### src/rtl/wb_daq_data_packer.sv
`default_nettype none
// ============================================================================
// Module   : wb_daq_data_packer
// Purpose  : Packs 8/16/32-bit ADC samples little-endian into DW-bit FIFO
//            words. One-word output stage with FIFO back-pressure, explicit
//            flush, auto-flush on sample-width change, per-byte valid mask,
//            sticky overflow flag and saturating drop counter.
// Ports    : wb_clk, wb_rst_n (async active-low)
//            enable, data_ready, data_width[1:0], adc_data_in[ADC_DW]  - sample in
//            flush                                                     - emit partial word
//            fifo_full / fifo_push, data_out[DW], byte_valid[DW/8]     - FIFO side
//            clear_overflow, overflow, drop_count[CNT_W]               - drop reporting
// Revision : 1.0 - initial release
// ============================================================================
module wb_daq_data_packer #(
    parameter int DW     = 32,
    parameter int ADC_DW = 32,
    parameter int CNT_W  = 16
) (
    input  logic              wb_clk,
    input  logic              wb_rst_n,
    input  logic              enable,
    input  logic              data_ready,
    input  logic [1:0]        data_width,
    input  logic [ADC_DW-1:0] adc_data_in,
    input  logic              flush,
    input  logic              fifo_full,
    input  logic              clear_overflow,
    output logic [DW-1:0]     data_out,
    output logic [DW/8-1:0]   byte_valid,
    output logic              fifo_push,
    output logic              overflow,
    output logic [CNT_W-1:0]  drop_count
);

    localparam int NB = DW / 8;             // bytes per word
    localparam int PW = $clog2(NB) + 1;     // byte_ptr must be able to hold NB

    // ------------------------------------------------------------------------
    // State
    // ------------------------------------------------------------------------
    logic [DW-1:0]    r_acc;
    logic [PW-1:0]    r_byte_ptr;           // valid bytes in r_acc
    logic             r_acc_full;           // r_acc holds a finished word waiting for the stage
    logic [1:0]       r_cur_width;
    logic             r_out_valid;
    logic [DW-1:0]    r_data_out;
    logic [NB-1:0]    r_byte_valid;
    logic             r_overflow;
    logic [CNT_W-1:0] r_drop_count;

    // ------------------------------------------------------------------------
    // Next-state signals
    // ------------------------------------------------------------------------
    logic             w_push;
    logic             w_stage_free;
    logic             w_sample_valid;
    logic [DW-1:0]    w_acc_nxt;
    logic [PW-1:0]    w_ptr_nxt;
    logic             w_full_nxt;
    logic             w_load;
    logic [DW-1:0]    w_load_data;
    logic [NB-1:0]    w_load_mask;
    logic             w_drop;
    logic             w_blocked;
    logic [DW-1:0]    w_work_acc;
    int               w_p;
    int               w_sb;

    // Mask with the lowest n bytes set.
    function automatic logic [NB-1:0] mask_of(input int n);
        logic [NB-1:0] m;
        for (int i = 0; i < NB; i++) begin
            m[i] = (i < n);
        end
        return m;
    endfunction

    assign w_push         = r_out_valid & ~fifo_full;
    // The stage can take a word if empty or if it is being drained this cycle.
    assign w_stage_free   = ~r_out_valid | w_push;
    assign w_sample_valid = data_ready & enable & (data_width != 2'd3);

    always_comb begin
        w_acc_nxt   = r_acc;
        w_ptr_nxt   = r_byte_ptr;
        w_full_nxt  = r_acc_full;
        w_load      = 1'b0;
        w_load_data = r_acc;
        w_load_mask = '0;
        w_drop      = 1'b0;
        w_blocked   = 1'b0;
        w_work_acc  = r_acc;
        w_p         = int'(r_byte_ptr);
        w_sb        = 1 << data_width;

        if (r_acc_full) begin
            // A finished word is parked; every incoming sample is lost and
            // flush has nothing new to emit.
            w_drop = w_sample_valid;
            if (w_stage_free) begin
                w_load      = 1'b1;
                w_load_data = r_acc;
                w_load_mask = mask_of(w_p);
                w_acc_nxt   = '0;
                w_ptr_nxt   = '0;
                w_full_nxt  = 1'b0;
            end
        end else begin
            // Width change with a partial word pending: push the partial
            // word out before the new sample is written at byte 0.
            if (w_sample_valid && (data_width != r_cur_width) && (w_p != 0)) begin
                if (w_stage_free) begin
                    w_load      = 1'b1;
                    w_load_data = r_acc;
                    w_load_mask = mask_of(w_p);
                    w_work_acc  = '0;
                    w_p         = 0;
                end else begin
                    // Partial word parks in acc; the new sample has no room.
                    w_full_nxt = 1'b1;
                    w_drop     = 1'b1;
                    w_blocked  = 1'b1;
                end
            end

            if (!w_blocked) begin
                if (w_sample_valid) begin
                    // Same-width samples stay naturally aligned, so the
                    // write never runs past the end of the word.
                    for (int i = 0; i < NB; i++) begin
                        for (int j = 0; j < 4; j++) begin
                            if ((j < w_sb) && (i == w_p + j)) begin
                                w_work_acc[8*i +: 8] = adc_data_in[8*j +: 8];
                            end
                        end
                    end
                    w_p = w_p + w_sb;
                end

                if ((w_p == NB) || (flush && (w_p != 0))) begin
                    // Word is complete or flushed; it only goes straight to
                    // the stage if the stage was not already refilled above.
                    if (w_stage_free && !w_load) begin
                        w_load      = 1'b1;
                        w_load_data = w_work_acc;
                        w_load_mask = mask_of(w_p);
                        w_acc_nxt   = '0;
                        w_ptr_nxt   = '0;
                    end else begin
                        w_acc_nxt  = w_work_acc;
                        w_ptr_nxt  = PW'(w_p);
                        w_full_nxt = 1'b1;
                    end
                end else begin
                    w_acc_nxt = w_work_acc;
                    w_ptr_nxt = PW'(w_p);
                end
            end
        end
    end

    // ------------------------------------------------------------------------
    // Accumulator
    // ------------------------------------------------------------------------
    always_ff @(posedge wb_clk or negedge wb_rst_n) begin
        if (!wb_rst_n) begin
            r_acc       <= '0;
            r_byte_ptr  <= '0;
            r_acc_full  <= 1'b0;
            r_cur_width <= 2'd0;
        end else begin
            r_acc      <= w_acc_nxt;
            r_byte_ptr <= w_ptr_nxt;
            r_acc_full <= w_full_nxt;
            if (w_sample_valid && !r_acc_full) begin
                r_cur_width <= data_width;
            end
        end
    end

    // ------------------------------------------------------------------------
    // Output stage: holds data_out/byte_valid stable until pushed
    // ------------------------------------------------------------------------
    always_ff @(posedge wb_clk or negedge wb_rst_n) begin
        if (!wb_rst_n) begin
            r_out_valid  <= 1'b0;
            r_data_out   <= '0;
            r_byte_valid <= '0;
        end else if (w_load) begin
            r_out_valid  <= 1'b1;
            r_data_out   <= w_load_data;
            r_byte_valid <= w_load_mask;
        end else if (w_push) begin
            r_out_valid <= 1'b0;
        end
    end

    // ------------------------------------------------------------------------
    // Drop reporting; a drop coinciding with clear counts as the first drop
    // ------------------------------------------------------------------------
    always_ff @(posedge wb_clk or negedge wb_rst_n) begin
        if (!wb_rst_n) begin
            r_overflow   <= 1'b0;
            r_drop_count <= '0;
        end else if (clear_overflow) begin
            r_overflow   <= w_drop;
            r_drop_count <= w_drop ? CNT_W'(1) : '0;
        end else if (w_drop) begin
            r_overflow <= 1'b1;
            if (!(&r_drop_count)) begin
                r_drop_count <= r_drop_count + CNT_W'(1);
            end
        end
    end

    assign data_out   = r_data_out;
    assign byte_valid = r_byte_valid;
    assign fifo_push  = w_push;
    assign overflow   = r_overflow;
    assign drop_count = r_drop_count;

endmodule
`default_nettype wire

### config.mk
export PLATFORM = sky130hd
export DESIGN_NAME = wb_daq_data_packer
export DESIGN_NICKNAME = d
export VERILOG_FILES = /design/src/rtl/wb_daq_data_packer.sv
export SDC_FILE = /design/constraint.sdc
export NUM_CORES = 1
export LEC_CHECK = 0
export ABC_CLOCK_PERIOD_IN_PS = 6000
export CAP_MARGIN = 20
export CORE_AREA = 10 10 151 153
export CTS_BUF_LIST = sky130_fd_sc_hd__clkbuf_4 sky130_fd_sc_hd__clkbuf_8
export CTS_CLUSTER_SIZE = 14
export DETAILED_ROUTE_END_ITERATION = 7
export DIE_AREA = 0 0 161 163
export PLACE_DENSITY = 0.56
export SYNTH_ARGS = -nofsm -noshare
export SYNTH_HDL_FRONTEND = slang
export SYNTH_SLANG_ARGS = --single-unit
export TNS_END_PERCENT = 30
### constraint.sdc
create_clock -name wb_clk -period 6 [get_ports wb_clk]
set_input_delay 1.2 -clock wb_clk [delete_from_list [all_inputs] [get_ports wb_clk]]
set_output_delay 1.2 -clock wb_clk [all_outputs]
set_load 0.05 [all_outputs]
==> results.md <==
Timing:
- The max-slew violation count was 0.
- The final hold violation count was 0.
- Setup repair after global routing left no endpoint under its margin.
- Setup slack on the critical path of the routed design comes to 1.31 ns.
- The count of endpoints failing setup in the final report is 0.
- The total negative slack is 0 ns.
- The ratio of final minimum period to clock period is 78.2%.
- For this run, the top clock speed supported by timing is 0.213 GHz.
- The slew at the pin with the worst max-slew slack is 0.994 ns.
- The relative slew slack is 33.2%.
- The smallest clock period supported by the final layout is computed as 4.69 ns.
- The largest clock skew in the final design is 0.00747 ns.

Finish:
- The leading cell type in the layout, fill and taps excluded is sky130_fd_sc_hd__clkdlybuf4s50_1.
- The relative area change from synthesis to final layout is 23.8%.
- The count of placed standard cells in the final layout, fillers left out is 1010.
- In the layout the commonest cells are sky130_fd_sc_hd__clkdlybuf4s50_1, sky130_fd_sc_hd__dfrtp_1, sky130_fd_sc_hd__nand2_1.
- The antenna diode count is 0.
- Fill cells in the final layout number 2081.
- The layout cell share with drive strength beyond 1 is 8.51%.
- In the final design database the tool counted 780 nets.

Clock tree:
- The number of levels in the clock H-tree is 3.
- The maximum clock path buffer count is 2.
- Buffers added to address setup during post-CTS repair amount to 0.
- The TritonCTS clock tree is built.
- The total clock sinks is 92.
- The tree is rooted in a sky130_fd_sc_hd__clkbuf_8.
- The source-to-sink clock delay at the later pin of the worst-skew pair is 0.38 ns.
- The post-cts repair resize count is 0.
- The number of buffers created by CTS is 9.
- The clock slew seen by the registers of the worst setup and hold paths is 0.09 ns.
- The number of buffers added to fix hold violations after cts is 0.

Die:
- The initialized floorplan defines 52 standard-cell rows.
- 95 I/O pins were placed.
- The effective utilization at floorplan is 29.4%.
- The overall die area is 26200 um2.
- The floorplan step defined a core boundary enclosing 19900 um2.
- Measured along the x axis, the die boundary spans 161 um.
- The vertical extent of the die is 163 um.

Synthesis:
- The biggest area contributor in the post-synthesis netlist is sky130_fd_sc_hd__dfrtp_1.
- Ranked by total cell area, the synthesized netlist is headed by sky130_fd_sc_hd__dfrtp_1, sky130_fd_sc_hd__nand2_1, sky130_fd_sc_hd__a22o_1.
- The fraction of synthesized cell area taken by the top area cell type is 39.3%.
- The count of distinct cell types in the synthesized netlist is 66.
- The part of the Yosys area used for sequential elements is 39.3%.
- In the synthesized netlist the async set-or-reset flop fraction comes to 100%.
- The total nets after synthesis is 706.
- The synthesized design contains 92 register bits.
- The post-synthesis cell count is 661.
- Summing every instance area after synthesis gives 5860 um2.
- In this run, synthesis inferred 0 flip-flops with an integrated enable.
- The most used flip-flop cell after synthesis is sky130_fd_sc_hd__dfrtp_1.
- The number of warning messages in the yosys log is 0.
- Averaged over all synthesized cells, the footprint is 8.86 um2.

Place:
- The congestion estimate from routability-driven global placement came to 0.903.
- OpenSTA, run right after detailed placement, puts the worst setup slack at 0.917 ns.
- The quantity of I/O buffers inserted on ports is 94.
- Once placement completed, the tool counted placed cells totaling 994.
- Detailed placement finished with a half-perimeter wire length of 13800 um.

Setup path:
- The internal reg-to-reg setup slack is 2.13 ns.
- The nature of the critical path startpoint is an input port.
- The startpoint identified for the worst register-to-register timing path is r_cur_width[1].
- The most prevalent standard cell on the critical path is sky130_fd_sc_hd__buf_4.
- The buffers plus inverters on the worst setup path is 5.
- The reg-to-reg endpoint is data_out[17].
- The critical path data required time is 6.25 ns.
- The family of cells with the greatest summed delay on the critical path is buffers and inverters.
- The path depth of the worst reg2reg path is 14.
- STA puts the critical path data arrival time at 4.95 ns.
- The kind of capture point of the worst setup path is a flip-flop.
- In this design, the stage delay of the slowest critical-path cell is 0.48 ns.
- Traced cell by cell, the critical path runs through clkdlybuf4s50_1, buf_4, a211oi_2, o21ai_1, buf_4, nand2_1, xnor2_1, ha_1, or2_2, o221a_1, and3_4, o41ai_4, buf_4, buf_4, o31ai_1.
- Of all nets on the critical path, the largest fanout is 44.
- The slowest stage of the critical path is the sky130_fd_sc_hd__clkdlybuf4s50_1 cell.
- The worst setup path is of the in -> reg kind.

Min path:
- The startpoint identified for the worst hold timing path is data_out[14].
- The number of cells on the worst hold path is 2.
- For hold timing, the worst endpoint is data_out[14].
- The min-delay analysis places its worst path in the category reg -> reg.

Global route:
- The number of antenna violations at the first check in global routing is 0.
- The largest net degree at the start of global routing is 59.
- The global-route wire length before repair is 31200 um.
- The via count of the first global-routing pass is 5415.
- In the global route stage, overall resource usage came out at 14.7%.
- The overall overflow remaining after global route is 0.

Power and ir drop:
- The switching power total is 1650 uW.
- The switching share of total power is 48.3%.
- IR analysis of the VDD net gives a maximum drop of 0.284 mV.
- Summed over all cells, the static leakage comes to 0.00302 uW.
- The internal power consumption is 1770 uW.
- The areal power density over the cells is 471 nW/um2.
- The sequential group share of total power is 28.4%.
- The share of total power dissipated in the clock network is 14.5%.
- Combinational logic burns 57.1% of the power.

Job:
- The max-capacitance violation count is 0.

Status:
- The run finished with clean final reports.

Route:
- The iteration count of the initial detailed-routing pass is 5.
- After detailed routing, the average wire length per cell comes to 18.9 um.
- The number of nets still failing antenna checks after routing is 0.
- Dividing the detail-routed via count by the number of cells gives 5.27.
- The DRC violation total after the first TritonRoute iteration is 412.
- Across all layers, the routed design uses 5327 vias.
- The total wire length after detailed routing is 19100 um.
- For this run, design rule violations remaining after detail routing come to 0.
metrics by stage:
stage                     util [%]  hold WS (ns)  total power (uW)  area [um2]
final                         36.4         0.486              3410        7250
after global routing          36.4         0.509              3660        7250
after CTS                     36.4         0.497              3440        7250
after detailed placement      35.3         0.475              2930        7020
after global placement        35.3         0.466              2920        7020
after floorplan                  -         0.488              2410        5860
flip-flops by register name, indices dropped and copies added, names as in the netlist:
signal / count
drop_count: 16
overflow: 1
r_acc_full: 1
data_out: 32
r_out_valid: 1
r_byte_ptr: 3
r_cur_width: 2
byte_valid: 4
r_acc: 32
how the worst max path moves through the flow:
stage / startpoint / endpoint / slack [ns] / cells past startpoint
floorplan: data_ready / data_out[17] / 1.67 / 16
global placement: data_ready / data_out[19] / 1.00 / 15
finish: data_width[1] / data_out[17] / 1.31 / 15
CTS: data_ready / data_out[7] / 1.31 / 15
detailed placement: data_ready / data_out[17] / 0.92 / 15
global route: data_ready / data_out[12] / 0.95 / 17
routing by layer:
| layer | vias to the layer above | share of wire [%] | global-route usage (%) |
|---|---|---|---|
| met2 | 172 | 45 | 23.4 |
| met1 | 2565 | 47 | 19.4 |
| met4 | 0 | 1.6 | 4.26 |
| met5 | - | 0 | 0 |
| met3 | 21 | 6.2 | 3.36 |
| li1 | 2569 | - | - |
kinds of logic after synthesis:
| family | synth area share (%) |
|---|---|
| simple gates | 18.8 |
| mux | 5.38 |
| fa+ha+maj | 0.854 |
| xor+xnor | 2.54 |
| flops | 39.3 |
| buf+inv | 4.70 |
| compound gates | 28.5 |
synth_stat cells (all sizes together), types with 2 or more instances:
cell    count
a21oi      26
buf        30
dfrtp      92
a211oi     15
nand3      15
a22oi       5
nand2b      4
a32o        4
a21o        8
a22o       31
and2        6
o221ai      6
or3b        2
o41ai       4
xnor2      13
a221oi      4
o31ai       7
o211ai     10
nor2       54
mux2        4
o211a       3
nand2      90
or2         8
nor3       14
a221o      10
ha          4
and4        2
o21a        8
nand4       4
o21ai      65
mux2i      27
nor2b      25
xor2        4
clkbuf     15
or3         5
a31oi      11
inv        10
o22ai       3
power by group through the flow:
stage / logic [uW] / clock network (uW) / registers, uW
after floorplan: 1250 / 0 / 1150
after global placement: 1940 / 0 / 982
after detailed placement: 1960 / 0 / 976
after CTS: 1960 / 505 / 967
after global routing: 2140 / 530 / 997
final: 1950 / 494 / 970
worst reg2reg max path, stage by stage, from the launching register on:
cell and delay, ns:
sky130_fd_sc_hd__dfrtp_1 0.43, sky130_fd_sc_hd__nand2b_1 0.18, sky130_fd_sc_hd__a211oi_2 0.41, sky130_fd_sc_hd__o21ai_1 0.17
sky130_fd_sc_hd__buf_4 0.27, sky130_fd_sc_hd__nand2_1 0.12, sky130_fd_sc_hd__xnor2_1 0.09, sky130_fd_sc_hd__ha_1 0.22
sky130_fd_sc_hd__or2_2 0.29, sky130_fd_sc_hd__o221a_1 0.24, sky130_fd_sc_hd__and3_4 0.22, sky130_fd_sc_hd__o41ai_4 0.27
sky130_fd_sc_hd__buf_4 0.26, sky130_fd_sc_hd__buf_4 0.41, sky130_fd_sc_hd__o31ai_1 0.15
area by class of cell:
class	instances	area, um2	share of cell area, %
clock buffer	11	145	2.00
clock inverter	5	85.1	1.17
inverter	10	37.5	0.518
multi-input combinational	514	3290	45.3
sequential	92	2300	31.8
tap	270	338	4.66
timing repair buffer	108	1060	14.6
(Power assumes the default switching activity.)
